**src/rtl/servo_pkg.sv**
```systemverilog
// Shared defaults, FSM state encoding and frame-length helper for the servo tracking controller.
package servo_pkg;

  localparam int unsigned DEF_CLK_FREQUENCY = 50_000_000;
  localparam int unsigned DEF_POS_W         = 8;

  typedef enum logic [1:0] {
    ST_IDLE  = 2'b00,
    ST_TRACK = 2'b01,
    ST_PARK  = 2'b10
  } servo_state_e;

  function automatic int unsigned frame_cycles(input int unsigned freq, input int unsigned us);
    return (freq / 1_000_000) * us;
  endfunction

endpackage

```
**src/rtl/servo_comp_sync.sv**
```systemverilog
// Two-flop synchronizer for one asynchronous comparator input.
// Defining SERVO_TRACK_FILTER_EN adds a FILTER_CYCLES stability filter after the synchronizer.
module servo_comp_sync
`ifdef SERVO_TRACK_FILTER_EN
  #(parameter int unsigned FILTER_CYCLES = 1000)
`endif
  (
  input  logic clk_i,
  input  logic reset_i,
  input  logic comp_async_i,
  output logic comp_o
);

  logic meta_q;
  logic sync_q;

  always_ff @(posedge clk_i or posedge reset_i) begin
    if (reset_i) begin
      meta_q <= 1'b0;
      sync_q <= 1'b0;
    end else begin
      meta_q <= comp_async_i;
      sync_q <= meta_q;
    end
  end

`ifdef SERVO_TRACK_FILTER_EN
  localparam int unsigned FW = $clog2(FILTER_CYCLES + 1);
  localparam logic [FW-1:0] RUN_LAST = FW'(FILTER_CYCLES - 1);

  logic          filt_q;
  logic          filt_d;
  logic [FW-1:0] run_q;
  logic [FW-1:0] run_d;

  // Count consecutive cycles the synchronized value disagrees with the filtered one.
  always_comb begin
    filt_d = filt_q;
    run_d  = '0;
    if (sync_q != filt_q) begin
      if (run_q == RUN_LAST) begin
        filt_d = sync_q;
      end else begin
        run_d = run_q + FW'(1);
      end
    end
  end

  always_ff @(posedge clk_i or posedge reset_i) begin
    if (reset_i) begin
      filt_q <= 1'b0;
      run_q  <= '0;
    end else begin
      filt_q <= filt_d;
      run_q  <= run_d;
    end
  end

  assign comp_o = filt_q;
`else
  assign comp_o = sync_q;
`endif

endmodule

```
**src/rtl/servo_track_ctrl.sv**
```systemverilog
// XY servo tracking controller: one axis update per frame tick with IDLE/TRACK/PARK sequencing.
// Define SERVO_TRACK_FILTER_EN to insert a comparator stability filter of FILTER_CYCLES cycles.
module servo_track_ctrl
  import servo_pkg::*;
#(
  parameter int unsigned CLK_FREQUENCY = DEF_CLK_FREQUENCY,
  parameter int unsigned FRAME_US      = 20000,
  parameter int unsigned POS_W         = DEF_POS_W,
  parameter int unsigned POS_MIN       = 0,
  parameter int unsigned POS_MAX       = 255,
  parameter int unsigned POS_CENTER    = 128,
  parameter int unsigned STEP          = 1,
  parameter int unsigned LOST_FRAMES   = 25
`ifdef SERVO_TRACK_FILTER_EN
  ,
  parameter int unsigned FILTER_CYCLES = 1000
`endif
) (
  input  logic             clk_i,
  input  logic             reset_i,
  input  logic             enable_i,
  input  logic             comp_async_x_i,
  input  logic             comp_async_y_i,
  output logic [POS_W-1:0] pos_x_o,
  output logic [POS_W-1:0] pos_y_o,
  output logic             pos_valid_o,
  output logic             frame_tick_o,
  output logic [1:0]       state_o
);

  localparam int unsigned FRAME_CYCLES = frame_cycles(CLK_FREQUENCY, FRAME_US);
  localparam int unsigned CNT_W  = (FRAME_CYCLES > 1) ? $clog2(FRAME_CYCLES) : 1;
  localparam int unsigned LOST_W = $clog2(LOST_FRAMES + 1);

  localparam logic [CNT_W-1:0]  CNT_LAST  = CNT_W'(FRAME_CYCLES - 1);
  localparam logic [LOST_W-1:0] LOST_LAST = LOST_W'(LOST_FRAMES - 1);
  localparam logic [POS_W-1:0]  P_MIN     = POS_W'(POS_MIN);
  localparam logic [POS_W-1:0]  P_MAX     = POS_W'(POS_MAX);
  localparam logic [POS_W-1:0]  P_CTR     = POS_W'(POS_CENTER);
  localparam logic [POS_W-1:0]  P_STEP    = POS_W'(STEP);
  localparam logic [POS_W-1:0]  P_UP_LIM  = POS_W'(POS_MAX - STEP);
  localparam logic [POS_W-1:0]  P_DN_LIM  = POS_W'(POS_MIN + STEP);

  logic comp_x;
  logic comp_y;

`ifdef SERVO_TRACK_FILTER_EN
  servo_comp_sync #(.FILTER_CYCLES(FILTER_CYCLES)) u_sync_x (
`else
  servo_comp_sync u_sync_x (
`endif
    .clk_i        (clk_i),
    .reset_i      (reset_i),
    .comp_async_i (comp_async_x_i),
    .comp_o       (comp_x)
  );

`ifdef SERVO_TRACK_FILTER_EN
  servo_comp_sync #(.FILTER_CYCLES(FILTER_CYCLES)) u_sync_y (
`else
  servo_comp_sync u_sync_y (
`endif
    .clk_i        (clk_i),
    .reset_i      (reset_i),
    .comp_async_i (comp_async_y_i),
    .comp_o       (comp_y)
  );

  // Limits are compared before the add/subtract so the position never wraps.
  function automatic logic [POS_W-1:0] track_step(input logic [POS_W-1:0] pos, input logic up);
    if (up) return (pos >= P_UP_LIM) ? P_MAX : pos + P_STEP;
    return (pos <= P_DN_LIM) ? P_MIN : pos - P_STEP;
  endfunction

  function automatic logic [POS_W-1:0] park_step(input logic [POS_W-1:0] pos);
    if (pos >= P_CTR) return ((pos - P_CTR) <= P_STEP) ? P_CTR : pos - P_STEP;
    return ((P_CTR - pos) <= P_STEP) ? P_CTR : pos + P_STEP;
  endfunction

  function automatic logic pinned(input logic [POS_W-1:0] pos);
    return (pos == P_MIN) || (pos == P_MAX);
  endfunction

  servo_state_e      state_q, state_d;
  logic [CNT_W-1:0]  cnt_q, cnt_d;
  logic              tick_q, tick_d;
  logic              valid_q;
  logic              axis_y_q, axis_y_d;
  logic [LOST_W-1:0] lost_q, lost_d;
  logic [POS_W-1:0]  pos_x_q, pos_x_d;
  logic [POS_W-1:0]  pos_y_q, pos_y_d;
  logic [POS_W-1:0]  nx, ny;

  always_comb begin
    cnt_d    = (cnt_q == CNT_LAST) ? '0 : cnt_q + CNT_W'(1);
    tick_d   = (cnt_d == CNT_LAST);
    state_d  = state_q;
    axis_y_d = axis_y_q;
    lost_d   = lost_q;
    nx       = pos_x_q;
    ny       = pos_y_q;
    if (tick_q) begin
      case (state_q)
        ST_IDLE: begin
          lost_d = '0;
          if (enable_i) begin
            state_d  = ST_TRACK;
            axis_y_d = 1'b0;
          end
        end
        ST_TRACK: begin
          if (!enable_i) begin
            state_d = ST_PARK;
            lost_d  = '0;
          end else begin
            if (axis_y_q) ny = track_step(pos_y_q, comp_y);
            else          nx = track_step(pos_x_q, comp_x);
            axis_y_d = !axis_y_q;
            if (pinned(nx) && pinned(ny)) begin
              if (lost_q == LOST_LAST) begin
                state_d = ST_PARK;
                lost_d  = '0;
              end else begin
                lost_d = lost_q + LOST_W'(1);
              end
            end else begin
              lost_d = '0;
            end
          end
        end
        ST_PARK: begin
          nx = park_step(pos_x_q);
          ny = park_step(pos_y_q);
          if ((nx == P_CTR) && (ny == P_CTR)) state_d = ST_IDLE;
        end
        default: state_d = ST_IDLE;
      endcase
    end
    pos_x_d = nx;
    pos_y_d = ny;
  end

  always_ff @(posedge clk_i or posedge reset_i) begin
    if (reset_i) begin
      state_q  <= ST_IDLE;
      cnt_q    <= '0;
      tick_q   <= 1'b0;
      valid_q  <= 1'b0;
      axis_y_q <= 1'b0;
      lost_q   <= '0;
      pos_x_q  <= P_CTR;
      pos_y_q  <= P_CTR;
    end else begin
      state_q  <= state_d;
      cnt_q    <= cnt_d;
      tick_q   <= tick_d;
      valid_q  <= tick_q;
      axis_y_q <= axis_y_d;
      lost_q   <= lost_d;
      pos_x_q  <= pos_x_d;
      pos_y_q  <= pos_y_d;
    end
  end

  assign pos_x_o      = pos_x_q;
  assign pos_y_o      = pos_y_q;
  assign pos_valid_o  = valid_q;
  assign frame_tick_o = tick_q;
  assign state_o      = state_q;

endmodule

```
**config.mk**
```make
export PLATFORM = sky130hd
export DESIGN_NAME = servo_track_ctrl
export DESIGN_NICKNAME = d
export VERILOG_FILES = /design/src/rtl/servo_pkg.sv /design/src/rtl/servo_comp_sync.sv /design/src/rtl/servo_track_ctrl.sv
export SDC_FILE = /design/constraint.sdc
export NUM_CORES = 1
export LEC_CHECK = 0
export ABC_AREA = 1
export BUFFER_PORTS_ARGS = -buffer_cell sky130_fd_sc_hd__buf_2
export CAP_MARGIN = 40
export CORE_MARGIN = 2
export CORE_UTILIZATION = 60
export CTS_CLUSTER_DIAMETER = 100
export DETAILED_ROUTE_END_ITERATION = 6
export PLACE_DENSITY = 0.79
export SLEW_MARGIN = 30
export SYNTH_ARGS = -nofsm -noshare
export SYNTH_HDL_FRONTEND = slang
export SYNTH_SLANG_ARGS = --single-unit
```
**constraint.sdc**
```tcl
create_clock -name clk_i -period 3.01 [get_ports clk_i]
set_clock_uncertainty 0.2 [all_clocks]
set_input_delay 0.301 -clock clk_i [delete_from_list [all_inputs] [get_ports clk_i]]
set_output_delay 0.301 -clock clk_i [all_outputs]
set_load 0.05 [all_outputs]
```
==> results of run 1 <==
==> metal layers <==
layer | vias up | track usage [%] | wire, µm
met1 | 2047 | 41.7 | 4940
li1 | 2269 | - | -
met4 | 0 | 9.91 | 206
met5 | - | 0 | 0
met3 | 24 | 4.16 | 903
met2 | 204 | 49.1 | 5340
==> synth_stat cells, drive strengths merged <==
master | instances | area (µm²)
nor2 | 113 | 493
nor3 | 7 | 40.0
ha | 13 | 163
xor2 | 6 | 52.6
inv | 96 | 360
dfrtp | 48 | 1200
o21ai | 44 | 220
o22ai | 3 | 18.8
a21oi | 35 | 183
buf | 18 | 103
nor4 | 1 | 6.26
a211oi | 1 | 7.51
clkinv | 2 | 7.51
xnor2 | 4 | 35.0
nand2b | 1 | 6.26
or2 | 2 | 12.5
dfstp | 2 | 52.6
nand2 | 210 | 841
o21bai | 2 | 15.0
nand3 | 70 | 365
a41oi | 1 | 8.76
clkbuf | 4 | 15.0
o31ai | 3 | 22.5
and3b | 1 | 8.76
nand4 | 16 | 100
==> what timing repair did <==
item | CTS | global route
hold buffers | 3 | 0
hold endpoints to repair | 27 | 0
setup endpoints to repair | 0 | 2
gates resized for setup | 0 | 1
==> state kept, by name, indices dropped and copies added, names as in the netlist, 2 cells and up <==
name and cells:
pos_x_o 8, cnt_q 20, pos_y_o 8, lost_q 5
state_o 2
==> stage by stage <==
step / area, µm² / utilization, % / setup WS (ps) / power [W]
floorplan: 4340 / - / 199 / 0.000748
global placement: 4540 / 65.7 / 421 / 0.000768
detailed placement: 4540 / 65.7 / 276 / 0.000769
CTS: 4680 / 67.7 / 240 / 0.00126
global route: 4680 / 67.7 / 36.9 / 0.00130
finish: 4680 / 67.7 / 326 / 0.00125
==> worst register-to-register path, delay by kind of cell, from the launching register on <==
family	cells	cell delay (ps)
DFF	1	510
adders and majority gates	1	280
buffers and inverters	1	120
and+or+nand+nor	15	1440
==> how the worst max path moves through the flow <==
stage | start | end | slack [ps] | cells after the start
finish | pos_y_o[1] | state_o[1] | 330 | 17
global route | pos_y_o[1] | state_o[1] | 40 | 20
CTS | pos_y_o[1] | state_o[1] | 240 | 20
detailed placement | pos_y_o[1] | state_o[1] | 280 | 20
global placement | pos_y_o[1] | state_o[1] | 420 | 18
floorplan | pos_y_o[0] | state_o[1] | 200 | 21
==> power groups by stage <==
stage	Clock, W	Combinational, W	Sequential [W]
finish	0.000490	0.0000808	0.000679
global route	0.000523	0.0000930	0.000680
CTS	0.000496	0.0000804	0.000679
detailed placement	0	0.0000769	0.000692
global placement	0	0.0000756	0.000692
floorplan	0	0.0000598	0.000689
==> cell families (layout without fill, tap and decap cells) <==
logic type,count (synthesis),in the layout,synth area share [%]
adder cells (fa/ha/maj),13,13,3.75
flip-flops,50,50,28.9
AO/OA/AOI/OAI,89,89,11.0
XOR/XNOR,10,10,2.02
buffers and inverters,120,143,11.2
AND/OR/NAND/NOR,421,421,43.2
==> area by class of cell <==
class	instances	area share, %
Inverter	98	7.87
Timing Repair Buffer	37	4.82
Multi-Input combinational cell	533	55.6
Clock buffer	6	1.55
Sequential cell	50	26.8
Clock inverter	2	0.803
Tap cell	96	2.57
==> results.json, run 1 <==
{
  "status": "completed",
  "die-area_um2": 7930,
  "finalCritPeriodShare_pct": 89.2,
  "whs_endpoint": "u_sync_y.comp_o",
  "grt_max_degree": 29,
  "slew_viol_final": 0,
  "ctsLongestPathBuffers": 2,
  "holdCritStartpoint": "u_sync_y.meta_q",
  "ir_worst_vdd_v": 0.000207,
  "synth.avg_cell_area_um2": 6.17,
  "vias_per_cell": 5.53,
  "track_usage_pct": 30.2,
  "swShare_pct": 24.2,
  "dp_hpwl_um": 8660,
  "crit_path_start_kind": "flop",
  "fin_nets": 743,
  "hold_viol_final": 0,
  "core_um2": 6910,
  "r2r_setup_slack_ps": 330,
  "dp_cells": 811,
  "n_fill_cell": 639,
  "ys_seq_area_share_pct": 28.9,
  "synth.distinct_cells": 38,
  "grt_pass1_wl_um": 18700,
  "grt_pass1_vias": 4155,
  "cts_root_buffer": "clkbuf_8",
  "leakagePower_nw": 2.56,
  "max_freq_mhz": 373,
  "fin_crit_ps": 2680,
  "reg2reg_to": "state_o[1]",
  "worstPathArrival_ps": 2680,
  "die_w_um": 89.0,
  "relSlewSlack_pct": 61.1,
  "critPathSlowestCell": "dfrtp_2",
  "drt-pass1-iter-count": 5,
  "cts.htree.levels": 2,
  "start_util_pct": 62.8,
  "cts_made_buffers": 5,
  "drc": 0,
  "multi_input_area_um2": 2600,
  "io_buffers": 24,
  "rsz0062_at_grt": "false",
  "synth_seq_cells": 50,
  "clock_power_share_pct": 39.2,
  "critical_path_required_ps": 3010,
  "area_growth_pct": 7.82,
  "antenna_found_initial": 0,
  "syn_inst": 703,
  "layout.cells.non_filler": 822,
  "die_h_um": 89.0,
  "final_common_cell": "nand2_1",
  "drt_iter0_drc": 448,
  "ys_warn_count": 0,
  "ios": 25,
  "r2r_start": "pos_y_o[1]",
  "wl_um": 11400,
  "row_count": 30,
  "clkSlewWorstSetupHoldPaths_ps": 100,
  "critical_path_class": "reg -> reg",
  "holdPathStages": 0,
  "drive_gt1_share_pct": 12.5,
  "p_int_w": 0.000948,
  "crit_chain": "inv_1 > ha_1 > nand3_1 > nand2_1 > nand3_1 > nor2_2 > nand2_2 > nand2_1 > nand2_1 > nor2_1 > nand2_1 > nor2_1 > nand2_1 > nand2_1 > nand3_1 > nand2_1 > nand2_1",
  "cts_tree": "done",
  "ff_latch_area_um2": 1250,
  "cpMostUsedCell": "nand2_1",
  "synth_nets": 721,
  "hold_slack_ps": 160,
  "crit_buf_inv": 1,
  "gp_congestion": 0.985,
  "critPathMaxStageDelay_ps": 510,
  "seqPwrFrac_pct": 54.3,
  "post_cts_buffers": 0,
  "tns_ps": 0,
  "hold_path_class": "reg -> reg",
  "crit_path_end_kind": "flop",
  "post_drt_wl_per_cell_um": 13.9,
  "cap_violations": 0,
  "grt_overflow": 0,
  "r2r_cells": 17,
  "cts.sinks": 50,
  "ant_nets": 0,
  "netlist_area_um2": 4340,
  "antennaDiodeCount": 0,
  "pwr-share-comb_pct": 6.5,
  "cp_top_family": "simple AND/OR/NAND/NOR gates",
  "p_sw_w": 0.000303,
  "worstSkewPairLatency_ps": 310,
  "power.density_nw_per_um2": 267,
  "setup_viol": 0,
  "tightest_slew_ps": 582,
  "via_count": 4544,
  "layout_common_cells": "nand2_1 (195), nor2_1 (97), inv_1 (88), nand3_1 (67), dfrtp_1 (47)",
  "path_max_fanout": 13
}
Note: power is estimated with default switching activity, not from simulation.
==> run 2, diff against run 1 <==
ABC_AREA = unset   (was 1)
SKIP_LAST_GASP = 1   (was unset)
==> run 2 against run 1 <==
Against the previous run:
- the run now ends with negative setup slack left
- cell area is 15% higher
- register-to-register slack worse by 350 ps
- first-iteration DRC count is 47% higher
- flip-flop and latch count stayed put
- clock power is 16% lower
- total power is 7.9% lower
- critical path type unchanged
- critical endpoint is now lost_q[3]
- largest cell class unchanged
- largest power group unchanged
==> results.json, run 2 <==
{
  "status": "complete, but fails checks",
  "violations": "negative setup slack",
  "hold_path_class": "in -> reg",
  "reg2reg_to": "lost_q[3]",
  "gp_congestion": 1.00,
  "dp_hpwl_um": 9690,
  "synth.distinct_cells": 81,
  "cap_violations": 0,
  "critical_path_required_ps": 3050,
  "r2r_setup_slack_ps": -30,
  "holdCritStartpoint": "enable_i",
  "netlist_area_um2": 4300,
  "ant_nets": 0,
  "critPathMaxStageDelay_ps": 460,
  "r2r_cells": 11,
  "die-area_um2": 7850,
  "drt_iter0_drc": 658,
  "top_usage_layer": "met2",
  "fin_crit_ps": 3040,
  "largest_reg_flops": 20,
  "grt_pass1_vias": 4289,
  "synth-edff-count": 0,
  "crit_chain": "nor4_4 > buf_6 > buf_4 > nand4_1 > a21oi_2 > o22ai_2 > a2111oi_4 > a22o_1 > o211ai_2 > or4_4 > o211ai_2",
  "layout_common_cells": "buf_4 (77), nor2_1 (55), nand2_1 (48), dfrtp_1 (40), a21oi_1 (31)",
  "grt_util_met2_pct": 51.6,
  "ctsLongestPathBuffers": 2,
  "grtUsageMet3_pct": 8.40,
  "wl_um": 13300,
  "finalCritPeriodShare_pct": 101,
  "place_ws_ps": -78.1,
  "grt_max_degree": 41,
  "cts.htree.levels": 2,
  "yosys-top-cells-count": "nor2_1 (55), dfrtp_1 (48), nand2_1 (48)",
  "drc": 0,
  "tightest_slew_ps": 715,
  "fin_util_pct": 78.3,
  "drive_gt1_share_pct": 30.5,
  "synth.avg_cell_area_um2": 8.05,
  "r2r_start": "pos_y_o[3]",
  "critical_path_class": "reg -> reg",
  "grt_overflow": 0,
  "setup_viol": 1,
  "area_growth_pct": 25.2,
  "place_area_um2": 4910,
  "yosys_most_used_dff": "dfrtp_1",
  "yosysMostFrequentCell": "nor2_1",
  "final_common_cell": "buf_4",
  "cts_tree": "done",
  "async_flop_share_pct": 100,
  "vias_per_cell": 6.73,
  "synth_top_area_share_pct": 28.0,
  "core_um2": 6870,
  "hold_slack_ps": 124,
  "synth_top_cells_by_area": "dfrtp_1 (28%), nor2_1 (4.8%), nand2_1 (4.2%)",
  "crit_path_start_kind": "flop",
  "fin_nets": 630,
  "hold_viol_final": 0,
  "start_util_pct": 62.6,
  "cts.sinks": 50,
  "cts_root_buffer": "clkbuf_8",
  "die_h_um": 88.6,
  "post_drt_wl_per_cell_um": 18.8,
  "ys_warn_count": 0,
  "crit_path_end_kind": "flop",
  "grt_pass1_wl_um": 20900,
  "track_usage_pct": 34.2,
  "synth_nets": 552,
  "clkSlewWorstSetupHoldPaths_ps": 110,
  "row_count": 30,
  "leakagePower_nw": 2.33,
  "holdPathStages": 3,
  "synth_top_area_cell": "dfrtp_1",
  "tns_ps": -28.4,
  "synth_seq_cells": 50,
  "ys_seq_area_share_pct": 29.2,
  "critPathSlowestCell": "dfrtp_2",
  "ios": 25,
  "cpMostUsedCell": "o211ai_2",
  "worst_slack_ps": -28.4,
  "path_max_fanout": 6,
  "via_count": 4773,
  "antenna_found_initial": 0,
  "relSlewSlack_pct": 52.3,
  "final_area_um2": 5380,
  "worstPathArrival_ps": 3070,
  "rsz0062_at_grt": "true",
  "power.density_nw_per_um2": 214,
  "largest-register": "cnt_q",
  "cts_made_buffers": 5,
  "drt-pass1-iter-count": 6,
  "syn_inst": 534,
  "die_w_um": 88.6,
  "slew_viol_final": 0,
  "ir_worst_vdd_v": 0.000251,
  "worstSkewPairLatency_ps": 310,
  "max_freq_mhz": 329,
  "io_buffers": 24,
  "antennaDiodeCount": 0,
  "whs_endpoint": "state_o[1]",
  "gr-usage-met1_pct": 48.3
}
run 2: cell type report:
| class | instances | area, µm² |
|---|---|---|
| clock buffer | 6 | 72.6 |
| clock inverter | 2 | 13.8 |
| fill | 501 | 1490 |
| inverter | 20 | 82.6 |
| multi-input combinational | 428 | 3050 |
| sequential | 50 | 1260 |
| tap | 96 | 120 |
| timing repair buffer | 107 | 779 |
run 2: stage by stage:
stage	std cells	power, W
2_1_floorplan	534	0.000725
3_3_place_gp	686	0.000743
3_5_place_dp	686	0.000744
4_1_cts	699	0.00115
5_1_grt	709	0.00119
6_report	709	0.00115
run 2: where the power goes:
group          internal [W]  switching [W]  leakage, nW  total [W]
registers          0.000674     0.00000472        0.618   0.000679
logic             0.0000232      0.0000394         1.67  0.0000626
clock network      0.000167       0.000244       0.0456   0.000410
run 2: worst max path at each step:
stage | start | to | cells past startpoint
finish | pos_y_o[3] | lost_q[3] | 11
global route | pos_y_o[0] | lost_q[3] | 11
CTS | pos_y_o[2] | lost_q[3] | 8
detailed placement | pos_y_o[2] | lost_q[3] | 9
global placement | pos_y_o[2] | lost_q[3] | 9
floorplan | pos_y_o[0] | lost_q[3] | 13
run 2: timing repair:
item | 4_1_cts | 5_1_grt
hold buffers | 3 | 0
hold endpoints to repair | 24 | 0
pin swaps | 2 | 16
gates resized for setup | 10 | 41
setup buffers | 2 | 10
endpoints found under the setup margin | 4 | 8
run 2: critical path, delay by kind of cell, from the launching register on:
kind	cells	cell delay, ps
AOI/OAI and AO/OA	6	1100
and+or+nand+nor	3	900
DFF	1	460
buffers and inverters	2	290
run 2: per-layer routing:
metal | vias up | part of all wire, %
met5 | - | 0
met4 | 0 | 2.6
met3 | 46 | 12
met2 | 340 | 44
met1 | 2228 | 41
li1 | 2159 | -
run 2: kinds of logic after synthesis:
kind of cell	synth area share (%)
AOI/OAI and AO/OA	26.9
xor gates and xnor gates	5.30
adders and majority gates	3.79
buffers and inverters	6.12
DFF	29.2
muxes	1.43
and+or+nand+nor	27.3
